<file path="config.mk">
export PLATFORM = sky130hd
export DESIGN_NAME = uart_tx_arb_flat
export DESIGN_NICKNAME = d
export VERILOG_FILES = /design/src/rtl/uart_tx_arb_if.sv /design/src/rtl/uart_tx_arb.sv /design/src/flat_wrapper.sv
export SDC_FILE = /design/constraint.sdc
export NUM_CORES = 1
export LEC_CHECK = 0
export BUFFER_PORTS_ARGS = -buffer_cell sky130_fd_sc_hd__buf_4
export CELL_PAD_IN_SITES_DETAIL_PLACEMENT = 0
export CELL_PAD_IN_SITES_GLOBAL_PLACEMENT = 1
export CORE_ASPECT_RATIO = 1.1
export CORE_MARGIN = 2
export CORE_UTILIZATION = 32
export CTS_BUF_LIST = sky130_fd_sc_hd__clkbuf_16
export DETAILED_ROUTE_END_ITERATION = 8
export HOLD_SLACK_MARGIN = 0.06
export PLACE_DENSITY_LB_ADDON = 0.1
export SLEW_MARGIN = 15
export SYNTH_ARGS = -nofsm -noshare
export SYNTH_HDL_FRONTEND = slang
export SYNTH_SLANG_ARGS = --single-unit
export TNS_END_PERCENT = 10
</file>
<file path="constraint.sdc">
create_clock -name clk -period 1.8 [get_ports clk]
set_input_delay 0 -clock clk [delete_from_list [all_inputs] [get_ports clk]]
set_output_delay 0 -clock clk [all_outputs]
set_load 0.02 [all_outputs]
</file>
<file path="src/rtl/uart_tx_arb_if.sv">
// Requester byte streams and the uart_tx start/busy handshake shared by the arbiter.
// The master side is the environment (requesters plus serializer); the slave side is the arbiter.
interface uart_tx_arb_if #(
    parameter int N_REQ = 4
);
    logic [N_REQ-1:0]   req_valid;
    logic [8*N_REQ-1:0] req_data;
    logic [N_REQ-1:0]   req_last;
    logic [N_REQ-1:0]   req_ready;
    logic               tx_valid;
    logic [7:0]         tx_data;
    logic               tx_busy;

    modport master (
        output req_valid, req_data, req_last, tx_busy,
        input  req_ready, tx_valid, tx_data
    );

    modport slave (
        input  req_valid, req_data, req_last, tx_busy,
        output req_ready, tx_valid, tx_data
    );
endinterface

</file>
<file path="src/rtl/uart_tx_arb.sv">
// Round-robin packet arbiter feeding one uart_tx serializer, one byte per frame.
// A grant is held until the last byte has left the line, or revoked after a mid-packet stall.
module uart_tx_arb #(
    parameter int N_REQ       = 4,
    parameter int TIMEOUT_CYC = 1024,
    parameter int CNT_W       = 11,
    localparam int ID_W       = (N_REQ > 1) ? $clog2(N_REQ) : 1
) (
    input  logic            clk,
    input  logic            rst,
    uart_tx_arb_if.slave    bus,
    output logic            grant_active,
    output logic [ID_W-1:0] grant_id,
    output logic            timeout_err
);

    typedef enum logic [1:0] {
        ARB   = 2'd0,
        FETCH = 2'd1,
        SEND  = 2'd2,
        WAIT  = 2'd3
    } state_t;

    state_t            state_q, state_d;
    logic [ID_W-1:0]   rr_ptr_q, rr_ptr_d;
    logic [ID_W-1:0]   grant_id_q, grant_id_d;
    logic              grant_active_q, grant_active_d;
    logic [7:0]        tx_data_q, tx_data_d;
    logic              last_q, last_d;
    logic [CNT_W-1:0]  cnt_q, cnt_d;
    logic              timeout_err_q, timeout_err_d;

    logic [ID_W-1:0]   pick;
    logic              pick_found;
    logic [ID_W-1:0]   idx;

    function automatic logic [ID_W-1:0] rr_index(input logic [ID_W-1:0] base, input int off);
        int s;
        s = int'(base) + off;
        if (s >= N_REQ) s = s - N_REQ;
        return ID_W'(s);
    endfunction

    // Scanning from the farthest offset down lets the requester closest to rr_ptr win.
    always_comb begin
        pick       = rr_ptr_q;
        pick_found = 1'b0;
        idx        = '0;
        for (int i = N_REQ - 1; i >= 0; i--) begin
            idx = rr_index(rr_ptr_q, i);
            if (bus.req_valid[idx]) begin
                pick       = idx;
                pick_found = 1'b1;
            end
        end
    end

    // NOTE: every next-state variable gets a default before the case, so no path leaves one unassigned and no latch is inferred.
    always_comb begin
        state_d        = state_q;
        rr_ptr_d       = rr_ptr_q;
        grant_id_d     = grant_id_q;
        grant_active_d = grant_active_q;
        tx_data_d      = tx_data_q;
        last_d         = last_q;
        cnt_d          = cnt_q;
        timeout_err_d  = 1'b0;

        case (state_q)
            ARB: begin
                if (!bus.tx_busy && pick_found) begin
                    grant_id_d     = pick;
                    grant_active_d = 1'b1;
                    state_d        = FETCH;
                end
            end
            FETCH: begin
                if (bus.req_valid[grant_id_q]) begin
                    tx_data_d = bus.req_data[8*grant_id_q +: 8];
                    last_d    = bus.req_last[grant_id_q];
                    cnt_d     = '0;
                    state_d   = SEND;
                end else if (cnt_q == CNT_W'(TIMEOUT_CYC - 1)) begin
                    timeout_err_d  = 1'b1;
                    grant_active_d = 1'b0;
                    rr_ptr_d       = rr_index(grant_id_q, 1);
                    cnt_d          = '0;
                    state_d        = ARB;
                end else begin
                    cnt_d = cnt_q + 1'b1;
                end
            end
            SEND: begin
                state_d = WAIT;
            end
            WAIT: begin
                // uart_tx raises tx_busy from tx_valid, so WAIT always lasts at least one cycle.
                if (!bus.tx_busy) begin
                    if (last_q) begin
                        grant_active_d = 1'b0;
                        rr_ptr_d       = rr_index(grant_id_q, 1);
                        state_d        = ARB;
                    end else begin
                        state_d = FETCH;
                    end
                end
            end
            default: begin
                state_d = ARB;
            end
        endcase
    end

    // NOTE: sequential state uses non-blocking assignments so every register samples pre-edge values.
    always_ff @(posedge clk) begin
        if (rst) begin
            state_q        <= ARB;
            rr_ptr_q       <= '0;
            grant_id_q     <= '0;
            grant_active_q <= 1'b0;
            tx_data_q      <= '0;
            last_q         <= 1'b0;
            cnt_q          <= '0;
            timeout_err_q  <= 1'b0;
        end else begin
            state_q        <= state_d;
            rr_ptr_q       <= rr_ptr_d;
            grant_id_q     <= grant_id_d;
            grant_active_q <= grant_active_d;
            tx_data_q      <= tx_data_d;
            last_q         <= last_d;
            cnt_q          <= cnt_d;
            timeout_err_q  <= timeout_err_d;
        end
    end

    // Handshake outputs decode only the state register and the held grant, keeping tx_busy off the tx_valid path.
    assign bus.req_ready = (state_q == FETCH) ? (N_REQ'(1) << grant_id_q) : '0;
    assign bus.tx_valid  = (state_q == SEND);
    assign bus.tx_data   = tx_data_q;
    assign grant_active  = grant_active_q;
    assign grant_id      = grant_id_q;
    assign timeout_err   = timeout_err_q;

endmodule

</file>
<file path="src/flat_wrapper.sv">
// flat-port wrapper written by rule: the top's interface ports become plain ports
module uart_tx_arb_flat 
#(
    parameter int N_REQ       = 4,
    parameter int TIMEOUT_CYC = 1024,
    parameter int CNT_W       = 11,
    localparam int ID_W       = (N_REQ > 1) ? $clog2(N_REQ) : 1
)
  (clk, rst, grant_active, grant_id, timeout_err, bus_req_valid, bus_req_data, bus_req_last, bus_tx_busy, bus_req_ready, bus_tx_valid, bus_tx_data);
  uart_tx_arb_if #(.N_REQ(N_REQ)) bus_i ();
  input  logic clk;
  input  logic rst;
  output logic grant_active;
  output logic [ID_W-1:0] grant_id;
  output logic timeout_err;
  input wire logic [$bits(bus_i.req_valid)-1:0] bus_req_valid;
  input wire logic [$bits(bus_i.req_data)-1:0] bus_req_data;
  input wire logic [$bits(bus_i.req_last)-1:0] bus_req_last;
  input wire logic [$bits(bus_i.tx_busy)-1:0] bus_tx_busy;
  output wire logic [$bits(bus_i.req_ready)-1:0] bus_req_ready;
  output wire logic [$bits(bus_i.tx_valid)-1:0] bus_tx_valid;
  output wire logic [$bits(bus_i.tx_data)-1:0] bus_tx_data;
  assign bus_i.req_valid = bus_req_valid;
  assign bus_i.req_data = bus_req_data;
  assign bus_i.req_last = bus_req_last;
  assign bus_i.tx_busy = bus_tx_busy;
  assign bus_req_ready = bus_i.req_ready;
  assign bus_tx_valid = bus_i.tx_valid;
  assign bus_tx_data = bus_i.tx_data;
  uart_tx_arb #(.N_REQ(N_REQ), .TIMEOUT_CYC(TIMEOUT_CYC), .CNT_W(CNT_W)) u_core (.clk(clk), .rst(rst), .bus(bus_i), .grant_active(grant_active), .grant_id(grant_id), .timeout_err(timeout_err));
endmodule
</file>
==> Yosys cells after proc, flatten, opt, wreduce, memory -nomap -nowiden <==
Cells that the tools add are included.
{ "totals": {"latch_bits": 0, "out_inout_bits": 17, "ff_bits": 28, "romBits": 0, "n_memories": 0, "word_cells": 98, "ramBits": 0} }
{ "classes": {"div": 0, "order_cmp": 10, "reduce_logical": 11, "multipliers": 0, "n_shift": 2, "bitwise_logic": 1, "add_sub_neg": 10, "n_eq_ne": 10, "n_mux": 46} }
{ "op_table": {"columns": ["op", "count"], "rows": [
  ["two-way mux 2 bit", 17],
  ["indexed part select 32 x 6 -> 8 bit", 1],
  ["two-way mux 11 bit", 2],
  ["two-way mux 1 bit", 17],
  ["< comparator 2 x 3 -> 1 bit, second input constant", 5],
  ["binary-select mux 1 bit (select 2 bit)", 6],
  ["greater-or-equal comparator 3 bit, second input constant", 4],
  ["adder 11 x 1 -> 11 bit, second input constant", 1],
  ["== test 11 x 10 -> 1 bit, second input constant", 1],
  ["subtractor 2 x 1 -> 2 bit, second input constant", 5],
  ["case mux 2 bit (4 select lines)", 1],
  ["adder 2 x 1 -> 3 bit, second input constant", 2],
  ["adder 2 x 2 -> 3 bit, second input constant", 2],
  ["inequality test 2 x 1 -> 1 bit, second input constant", 3],
  ["AND reduction 6 bit", 1],
  ["AND reduction 5 bit", 1],
  ["== test 2 bit, second input constant", 2],
  ["two-way mux 4 bit", 1],
  ["inequality test 2 bit, second input constant", 2],
  ["case mux 2 bit (2 select lines)", 1],
  ["AND reduction 2 bit", 2],
  ["<< shifter 1 x 2 -> 4 bit, first input constant", 1],
  ["greater-or-equal comparator 2 x 3 -> 1 bit, second input constant", 1],
  ["inequality test 3 x 1 -> 1 bit, second input constant", 1],
  ["10 further kinds", 10]
]} }

==> Longest topological paths before layout <==
Gate-level depths: netlist (run 1).
{ "depth": {"ltp_word": 12, "depth_mapped": 6, "ltp_nobuf": 5} }

==> Least setup slack after synthesis (run 1) <==
No wires, ideal clock.
{ "synth_timing": {"kind": "flip-flop to flip-flop", "startpoint": "reg u_core.grant_id_q[0], in the netlist u_core.grant_id[0]", "endpoint": "reg u_core.cnt_q[9]", "arrival_ps": 2096, "n_path_buf": 0, "synth_period_minus_slack_ps": 2158, "path_stages_with_launch": 5, "setup_ps": 63, "slack_ps": -358, "required_time_ps": 1737, "cell_sequence": "dfxtp_1 -> mux4_2 -> a311o_1 -> or4_1 -> nand3_1"} }
{ "synth_via": {"elab_chain_cells": 3} }
{ "synth_rtl": {"columns": ["item", "line_no", "source"], "rows": [
  ["start, declared", "uart_tx_arb.sv:26", "logic [ID_W-1:0] grant_id_q, grant_id_d;"],
  ["start signal, assigned", "uart_tx_arb.sv:128", "grant_id_q <= grant_id_d;"],
  ["binary-select mux 1 bit (select 2 bit)", "uart_tx_arb.sv:78", "if (bus.req_valid[grant_id_q]) begin"],
  ["two-way mux 1 bit (implied by the code)", "uart_tx_arb.sv:78", null],
  ["two-way mux 11 bit", "uart_tx_arb.sv:78", null],
  ["end signal, assigned", "uart_tx_arb.sv:132", "cnt_q <= cnt_d;"],
  ["end, declared", "uart_tx_arb.sv:30", "logic [CNT_W-1:0] cnt_q, cnt_d;"]
]} }
Every way passes these cells. The select of a mux whose other input is x is not followed.
A chain may end at the register's enable or synchronous reset.

==> Final worst setup path (run 1) <==
Same ends and word-level chain as after synthesis.

==> results of run 1 <==
layer usage:
| layer | track usage, % | up-vias | share of wire (%) |
|---|---|---|---|
| met1 | 23.0 | 793 | 48 |
| met3 | 2.01 | 6 | 3.2 |
| li1 | - | 848 | - |
| met4 | 3.89 | 0 | 1.1 |
| met5 | 0 | - | 0 |
| met2 | 24.8 | 30 | 48 |
through the flow:
stage | std cells | setup TNS [ns] | hold slack, ns | setup WS, ns
floorplan | 195 | -0.271 | 0.200 | -0.112
global placement | 313 | 0 | 0.343 | 0.0218
detailed placement | 313 | 0 | 0.338 | 0.0120
CTS | 317 | -0.00133 | 0.0712 | -0.00133
global route | 317 | -0.400 | 0.123 | -0.0736
finish | 317 | 0 | 0.0699 | 0.00915
power breakdown:
part           switching (mW)  total [mW]  internal [mW]
registers              0.0242       0.671          0.647
clock network           0.226       0.524          0.298
logic                   0.197       0.403          0.205
critical path: cells and delay by family (launching register included):
kind	cells	cell delay, ns
flops	1	0.35
compound gates	1	0.32
mux	1	0.52
simple gates	2	0.54
what timing repair did:
item / 4_1_cts / 5_1_grt
setup buffers: 0 / 0
pin swaps: 2 / 2
resized for setup: 0 / 4
setup endpoints to repair: 2 / 17
gates cloned: 0 / 0
logic make-up (layout without fill, tap and decap cells):
| kind of cell | after synthesis | count (layout) | synth area share [%] |
|---|---|---|---|
| xor gates and xnor gates | 2 | 2 | 1.04 |
| AOI/OAI and AO/OA | 44 | 44 | 15.5 |
| muxes | 11 | 11 | 14.2 |
| adders and majority gates | 5 | 5 | 3.72 |
| buffers and inverters | 16 | 80 | 3.64 |
| DFF | 28 | 28 | 33.3 |
| and+or+nand+nor | 89 | 89 | 28.6 |
flip-flops by register name, summed over array words and instances (netlist names), named ones only:
| signal | count |
|---|---|
| u_core.bus.tx_data | 8 |
| u_core.cnt_q | 11 |
| u_core.grant_active | 1 |
| u_core.grant_id | 2 |
| u_core.last_q | 1 |
| u_core.rr_ptr_q | 2 |
| u_core.state_q | 1 |
| u_core.timeout_err | 1 |
cells in the mapped netlist, drive strengths merged (3+ instances only):
cell type and number:
ha 5, and4 3, a21oi 20, clkbuf 10, nor2b 8, and2 5, nand3 7, nand4b 3
mux4 10, dfxtp 28, nor2 9, inv 4, o21ai 12, nor3 5, nand2b 4, nand4 4
or4 4, nand2 28
how the worst max path moves through the flow:
stage                               startpoint                      endpoint  slack [ns]
6_report       u_core.grant_id[0]$_SDFFE_PP0P_  u_core.cnt_q[9]$_SDFFE_PP0P_       0.009
5_1_grt        u_core.grant_id[0]$_SDFFE_PP0P_  u_core.cnt_q[6]$_SDFFE_PP0P_       -0.07
4_1_cts        u_core.grant_id[0]$_SDFFE_PP0P_  u_core.cnt_q[7]$_SDFFE_PP0P_      -0.001
3_5_place_dp   u_core.grant_id[0]$_SDFFE_PP0P_  u_core.cnt_q[7]$_SDFFE_PP0P_        0.01
3_3_place_gp   u_core.grant_id[0]$_SDFFE_PP0P_  u_core.cnt_q[9]$_SDFFE_PP0P_        0.02
2_1_floorplan  u_core.grant_id[0]$_SDFFE_PP0P_  u_core.cnt_q[9]$_SDFFE_PP0P_       -0.11
layout make-up:
class / count / area, um^2
timing repair buffer: 72 / 541
inverter: 4 / 15.0
clock buffer: 3 / 75.1
sequential: 28 / 566
tap: 58 / 72.6
clock inverter: 1 / 3.75
fill: 528 / 2690
multi-input combinational: 151 / 1070
==> impl_metrics.env, run 1 <==
export IMPL_initial_utilization_pct=33.4
export IMPL_p_per_area_nw_per_um2=682
export IMPL_drc=0
export IMPL_core_area_um2=5030
export IMPL_clk_latency_ns=0.26
export IMPL_holdBufCountCts=0
export IMPL_first_iter_violations=105
export IMPL_slew_viol_final=0
export IMPL_wl_per_cell_um=14.4
export IMPL_grt_start_max_net_pins=36
export IMPL_num_antenna_cells=0
export IMPL_syn2layout_area_growth_pct=39.2
export IMPL_ios=60
export IMPL_r2r_end="u_core.cnt_q[9]$_SDFFE_PP0P_"
export IMPL_dieArea_um2=5860
export IMPL_leakage_nw=0.926
export IMPL_overflow=0
export IMPL_final_area_um2=2340
export IMPL_path_cells="mux4_2 -> a311o_1 -> or4_1 -> nand3_1"
export IMPL_placementRows=27
export IMPL_syn_area_um2=1680
export IMPL_seq_area_frac_synth_pct=33.3
export IMPL_max_slew_margin_rel_pct=74.4
export IMPL_fmax_mhz=558
export IMPL_cts_buffer_depth=2
export IMPL_finalHoldViolCount=0
export IMPL_synth_top_area_share_pct=33.3
export IMPL_layout_commonest_cell="buf_4"
export IMPL_first_pass_iters=4
export IMPL_grtUsageTotal_pct=15.8
export IMPL_htree_levels=1
export IMPL_start_kind="flop"
export IMPL_synthCells=195
export IMPL_worstMarginPinSlew_ns=0.381
export IMPL_hpwlAfterDp_mm=3.40
export IMPL_final_core_util_pct=46.5
export IMPL_cts_sinks=28
export IMPL_rsz0062_at_grt="true"
export IMPL_layout_min_cycle_time_ns=1.79
export IMPL_synthTopCellsByArea="dfxtp_1 (33%), mux4_2 (12%), nand2_1 (6.2%), a21oi_1 (5.9%), ha_1 (3.7%)"
export IMPL_status="finished clean"
export IMPL_worstSetupPathType="reg2reg"
export IMPL_endpoint_kind="flop"
export IMPL_final_cell_mix="buf_4 (72), nand2_1 (28), dfxtp_1 (26)"
export IMPL_reg2reg_from="u_core.grant_id[0]$_SDFFE_PP0P_"
export IMPL_ys_flop_type="dfxtp_1"
export IMPL_io_buffers=59
export IMPL_cts_tree="done"
export IMPL_die_w_um=73.1
export IMPL_syn_nets=243
export IMPL_ir_drop_uv=381
export IMPL_routed_via_density=5.29
export IMPL_ys_async_sr_fraction_pct=0
export IMPL_setup_viol=0
export IMPL_total_power_mw=1.60
export IMPL_gp_congestion=0.763
export IMPL_numCtsBuffers=3
export IMPL_worstRegToRegCells=4
export IMPL_synth_edf_count=0
export IMPL_first_global_vias=1503
export IMPL_clkSlewWorstSetupHoldPaths_ns=0.07
export IMPL_ys_seq_elements=28
export IMPL_place_area_um2=2250
export IMPL_crit_fanout=3
export IMPL_drive_above_1_share_pct=34.4
export IMPL_via_count=1677
export IMPL_finalNetCount=308
export IMPL_drt_wl_total_mm=4.57
export IMPL_cts_root_buf="clkbuf_16"
export IMPL_cp_arrival_ns=2.00
export IMPL_grt_pass1_wl_mm=7.53
export IMPL_drv_cap=0
export IMPL_worstPathRequired_ns=2.01
export IMPL_regToRegSetupSlack_ns=0.009
export IMPL_die_y_um=80.1
export IMPL_max_stage_delay_ns=0.52
export IMPL_synth_avg_cell_area_um2=8.63
export IMPL_crit_slowest_cell="mux4_2"
export IMPL_yosys_warnings=0
export IMPL_worstHoldStart="bus_tx_busy"
export IMPL_synth_area_leader_cell="dfxtp_1"
export IMPL_grt_antenna_before_repair=0
export IMPL_finClkSkew_ns=0.00394
export IMPL_synth_cell_type_count=40
export IMPL_antenna_left=0
export IMPL_hold_class="in2reg"
export IMPL_finalCritPeriodShare_pct=99.5
export IMPL_holdPathStages=3
Power figures use the tool's default switching activity.
==> inputs of run 2 (changes only) <==
--- a/config.mk
+++ b/config.mk
@@ -14,6 +14,7 @@
 export CTS_BUF_LIST = sky130_fd_sc_hd__clkbuf_16
 export DETAILED_ROUTE_END_ITERATION = 8
 export HOLD_SLACK_MARGIN = 0.06
+export MAX_ROUTING_LAYER = met4
 export PLACE_DENSITY_LB_ADDON = 0.1
 export SLEW_MARGIN = 15
 export SYNTH_ARGS = -nofsm -noshare
==> impl_metrics.env, run 2 (same netlist as run 1, synthesis figures left out) <==
export IMPL_largest_reg_flops=11
export IMPL_clk_latency_ns=0.26
export IMPL_finalNetCount=308
export IMPL_leakage_nw=0.926
export IMPL_cp_arrival_ns=2.00
export IMPL_htree_levels=1
export IMPL_status="finished clean"
export IMPL_max_slew_margin_rel_pct=74.4
export IMPL_numCtsBuffers=3
export IMPL_worstMarginPinSlew_ns=0.380
export IMPL_die_w_um=73.1
export IMPL_rsz0062_at_grt="true"
export IMPL_die_y_um=80.1
export IMPL_fmax_mhz=558
export IMPL_top_register="u_core.cnt_q"
export IMPL_first_iter_violations=90
export IMPL_num_antenna_cells=0
export IMPL_hold_class="in2reg"
export IMPL_wl_per_cell_um=14.4
export IMPL_fin_ws_ns=0.00800
export IMPL_drt_wl_total_mm=4.57
export IMPL_postCtsSetupBuffers=0
export IMPL_core_area_um2=5030
export IMPL_hpwlAfterDp_mm=3.40
export IMPL_grt_antenna_before_repair=0
export IMPL_fin_hold_ws_ns=0.0704
export IMPL_drc=0
export IMPL_slew_viol_final=0
export IMPL_dieArea_um2=5860
export IMPL_placementRows=27
export IMPL_worstSetupPathType="reg2reg"
export IMPL_layout_min_cycle_time_ns=1.79
export IMPL_drive_above_1_share_pct=34.4
export IMPL_crit_fanout=3
export IMPL_p_per_area_nw_per_um2=682
export IMPL_clkSlewWorstSetupHoldPaths_ns=0.07
export IMPL_worstPathRequired_ns=2.01
export IMPL_grt_pass1_wl_mm=7.53
export IMPL_cts_tree="done"
export IMPL_cts_sinks=28
export IMPL_cts_buffer_depth=2
export IMPL_cts_root_buf="clkbuf_16"
export IMPL_grt_start_max_net_pins=36
export IMPL_gp_congestion=0.773
export IMPL_drv_cap=0
export IMPL_first_pass_iters=4
export IMPL_overflow=0
export IMPL_place_ws_ns=0.0120
export IMPL_via_count=1689
export IMPL_finalHoldViolCount=0
export IMPL_antenna_left=0
export IMPL_routed_via_density=5.33
export IMPL_grtUsageTotal_pct=16.3
export IMPL_start_kind="flop"
export IMPL_setup_viol=0
export IMPL_io_buffers=59
export IMPL_final_cell_mix="buf_4 (72), nand2_1 (28), dfxtp_1 (26)"
export IMPL_finClkSkew_ns=0.00398
export IMPL_ios=60
export IMPL_first_global_vias=1505
export IMPL_layout_commonest_cell="buf_4"
export IMPL_endpoint_kind="flop"
export IMPL_finalCritPeriodShare_pct=99.6
export IMPL_initial_utilization_pct=33.4
export IMPL_syn2layout_area_growth_pct=39.2
export IMPL_ir_drop_uv=382
## run 2: per-stage QoR
| step | cell area, um^2 | TNS, ns | power, mW | utilization [%] | cells |
|---|---|---|---|---|---|
| after floorplan | 1690 | -0.271 | 0.899 | - | 195 |
| after global placement | 2250 | 0 | 1.09 | 44.8 | 313 |
| after detailed placement | 2250 | 0 | 1.09 | 44.8 | 313 |
| after CTS | 2330 | -0.00133 | 1.61 | 46.3 | 317 |
| after global routing | 2340 | -0.420 | 1.67 | 46.5 | 317 |
| final | 2340 | 0 | 1.60 | 46.5 | 317 |
## run 2: critical path, stage by stage, from the launching register on
cell	delay, ns
dfxtp_4	0.35
mux4_2	0.52
a311o_1	0.32
or4_1	0.47
nand3_1	0.07
## run 2: layout make-up
| type | instances | area [um^2] |
|---|---|---|
| fill | 528 | 2690 |
| multi-input combinational | 151 | 1070 |
| sequential | 28 | 566 |
| timing repair buffer | 72 | 541 |
| clock buffer | 3 | 75.1 |
| tap | 58 | 72.6 |
| inverter | 4 | 15.0 |
| clock inverter | 1 | 3.75 |
## run 2: power by group
part | leakage [nW] | total [mW] | internal, mW | switching [mW]
logic | 0.659 | 0.402 | 0.205 | 0.197
clock network | 0.0385 | 0.524 | 0.299 | 0.226
registers | 0.228 | 0.672 | 0.647 | 0.0243
## run 2: metal layers
metal,vias up,track usage [%],wire (um)
li1,850,-,-
met1,800,23.0,2150
met2,33,24.8,2200
met3,6,2.01,168
met4,0,3.89,52
met5,-,-,0
## run 2: worst paths after layout
| check | start | end | slack (ns) | cells after the start |
|---|---|---|---|---|
| hold / removal | bus_tx_busy | flop | 0.07 | 3 |
| hold reg to reg | u_core.cnt_q[10]$_SDFFE_PP0P_ | u_core.cnt_q[10]$_SDFFE_PP0P_ | 0.45 | 2 |
| setup / recovery | u_core.grant_id[0]$_SDFFE_PP0P_ | u_core.cnt_q[9]$_SDFFE_PP0P_ | 0.008 | 4 |
| setup reg to reg | u_core.grant_id[0]$_SDFFE_PP0P_ | u_core.cnt_q[9]$_SDFFE_PP0P_ | 0.008 | 4 |
## run 2: repair_timing
item                                    CTS  global route
gates resized for setup                   0             4
endpoints found under the setup margin    2            17
hold buffers                              0             0
pin swaps                                 2             2
==> inputs of run 3 (changes only) <==
--- a/config.mk
+++ b/config.mk
@@ -20,4 +20,3 @@
 export SYNTH_ARGS = -nofsm -noshare
 export SYNTH_HDL_FRONTEND = slang
 export SYNTH_SLANG_ARGS = --single-unit
-export TNS_END_PERCENT = 10
==> constraint.sdc (replaced) <==
create_clock -name clk -period 1.8 [get_ports clk]
set_input_delay 0.18 -clock clk [delete_from_list [all_inputs] [get_ports clk]]
set_output_delay 0.18 -clock clk [all_outputs]
set_load 0.02 [all_outputs]
==> impl_metrics.env, run 3 (same netlist as run 1, synthesis figures left out) <==
export IMPL_first_global_vias=1590
export IMPL_initial_utilization_pct=33.4
export IMPL_htree_levels=1
export IMPL_worstMarginPinSlew_ns=0.400
export IMPL_ios=60
export IMPL_first_pass_iters=4
export IMPL_placementRows=27
export IMPL_m1WireLength_mm=2.07
export IMPL_slew_viol_final=0
export IMPL_gp_congestion=0.738
export IMPL_clkSlewWorstSetupHoldPaths_ns=0.07
export IMPL_largest_reg_flops=11
export IMPL_finalHoldViolCount=0
export IMPL_status="complete, but fails checks"
export IMPL_dieArea_um2=5860
export IMPL_via_count=1702
export IMPL_violations="setup timing"
export IMPL_routed_top_layer="met4"
export IMPL_start_kind="flop"
export IMPL_max_slew_margin_rel_pct=73.0
export IMPL_setup_viol=1
export IMPL_hold_class="in2reg"
export IMPL_rsz0062_at_grt="true"
export IMPL_die_w_um=73.1
export IMPL_p_per_area_nw_per_um2=671
export IMPL_numCtsBuffers=3
export IMPL_final_cell_mix="buf_4 (79), nand2_1 (28), dfxtp_1 (25)"
export IMPL_fin_ws_ns=-0.0154
export IMPL_worstPathRequired_ns=2.01
export IMPL_syn2layout_area_growth_pct=43.7
export IMPL_drv_cap=0
export IMPL_top_register="u_core.cnt_q"
export IMPL_place_ws_ns=-0.00816
export IMPL_holdPathStages=3
export IMPL_drt_wl_total_mm=4.51
export IMPL_met2_length_mm=2.25
export IMPL_grtUsageTotal_pct=16.5
export IMPL_num_antenna_cells=0
export IMPL_cts_buffer_depth=2
export IMPL_finalNetCount=315
export IMPL_ir_drop_uv=365
export IMPL_grt_antenna_before_repair=0
export IMPL_layout_commonest_cell="buf_4"
export IMPL_cts_tree="done"
export IMPL_cts_root_buf="clkbuf_16"
export IMPL_routed_via_density=5.25
export IMPL_first_iter_violations=94
export IMPL_antenna_left=0
export IMPL_worstSetupPathType="reg2reg"
export IMPL_cts_sinks=28
export IMPL_cp_arrival_ns=2.03
export IMPL_grt_start_max_net_pins=36
export IMPL_wl_per_cell_um=13.9
export IMPL_endpoint_kind="flop"
export IMPL_hpwlAfterDp_mm=3.40
export IMPL_core_area_um2=5030
export IMPL_crit_fanout=4
export IMPL_clk_latency_ns=0.27
export IMPL_leakage_nw=0.963
export IMPL_finalCritPeriodShare_pct=101
export IMPL_worstRegToRegCells=4
export IMPL_finClkSkew_ns=0.00731
export IMPL_io_buffers=59
export IMPL_drc=0
export IMPL_fin_hold_ws_ns=0.247
export IMPL_fmax_mhz=551
export IMPL_layout_min_cycle_time_ns=1.82
export IMPL_grt_pass1_wl_mm=7.38
export IMPL_wl_met3_um=149
export IMPL_overflow=0
export IMPL_drive_above_1_share_pct=37.2
export IMPL_die_y_um=80.1
export IMPL_fin_setup_tns_ns=-0.0154
[run 3: stage by stage]
step	instances	total power, mW	cell area, um^2	utilization, %
finish	324	1.62	2420	48.0
global route	324	1.70	2420	48.0
CTS	324	1.63	2390	47.5
detailed placement	319	1.11	2300	45.8
global placement	319	1.11	2300	45.8
floorplan	195	0.900	1690	-
[run 3: power breakdown]
part | switching (mW) | internal [mW]
logic | 0.207 | 0.226
registers | 0.0179 | 0.648
clock network | 0.225 | 0.299
total | 0.450 | 1.17
[run 3: path summary, 6_finish.rpt]
check | from | end | slack (ns)
min reg2reg | u_core.cnt_q[10]$_SDFFE_PP0P_ | u_core.cnt_q[10]$_SDFFE_PP0P_ | 0.44
max reg2reg | u_core.grant_id[0]$_SDFFE_PP0P_ | u_core.cnt_q[9]$_SDFFE_PP0P_ | -0.02
min | bus_tx_busy | flop | 0.25
max | u_core.grant_id[0]$_SDFFE_PP0P_ | u_core.cnt_q[9]$_SDFFE_PP0P_ | -0.02
[run 3: area by class of cell]
| type | instances | area (um^2) |
|---|---|---|
| Clock buffer | 3 | 75.1 |
| Clock inverter | 1 | 3.75 |
| Fill cell | 501 | 2620 |
| Inverter | 4 | 15.0 |
| Multi-Input combinational cell | 151 | 1090 |
| Sequential cell | 28 | 567 |
| Tap cell | 58 | 72.6 |
| Timing Repair Buffer | 79 | 593 |
[run 3: worst max-delay path: stages (launching register included)]
cell and delay [ns]:
dfxtp_4 0.35, mux4_2 0.51, a311o_1 0.34, or4_1 0.47, nand3_1 0.09
[run 3: timing repair]
item	CTS	global route
pin swaps	1	2
hold buffers	0	0
hold endpoints to repair	0	0
endpoints found under the setup margin	2	15
gates resized for setup	0	7
buffers inserted	1	0
[run 3: routing by layer]
layer  vias to the layer above  global-route usage, %
met5                         -                      -
met4                         0                   5.37
met3                         4                   2.51
met2                        32                   26.2
met1                       799                   21.3
li1                        867                      -
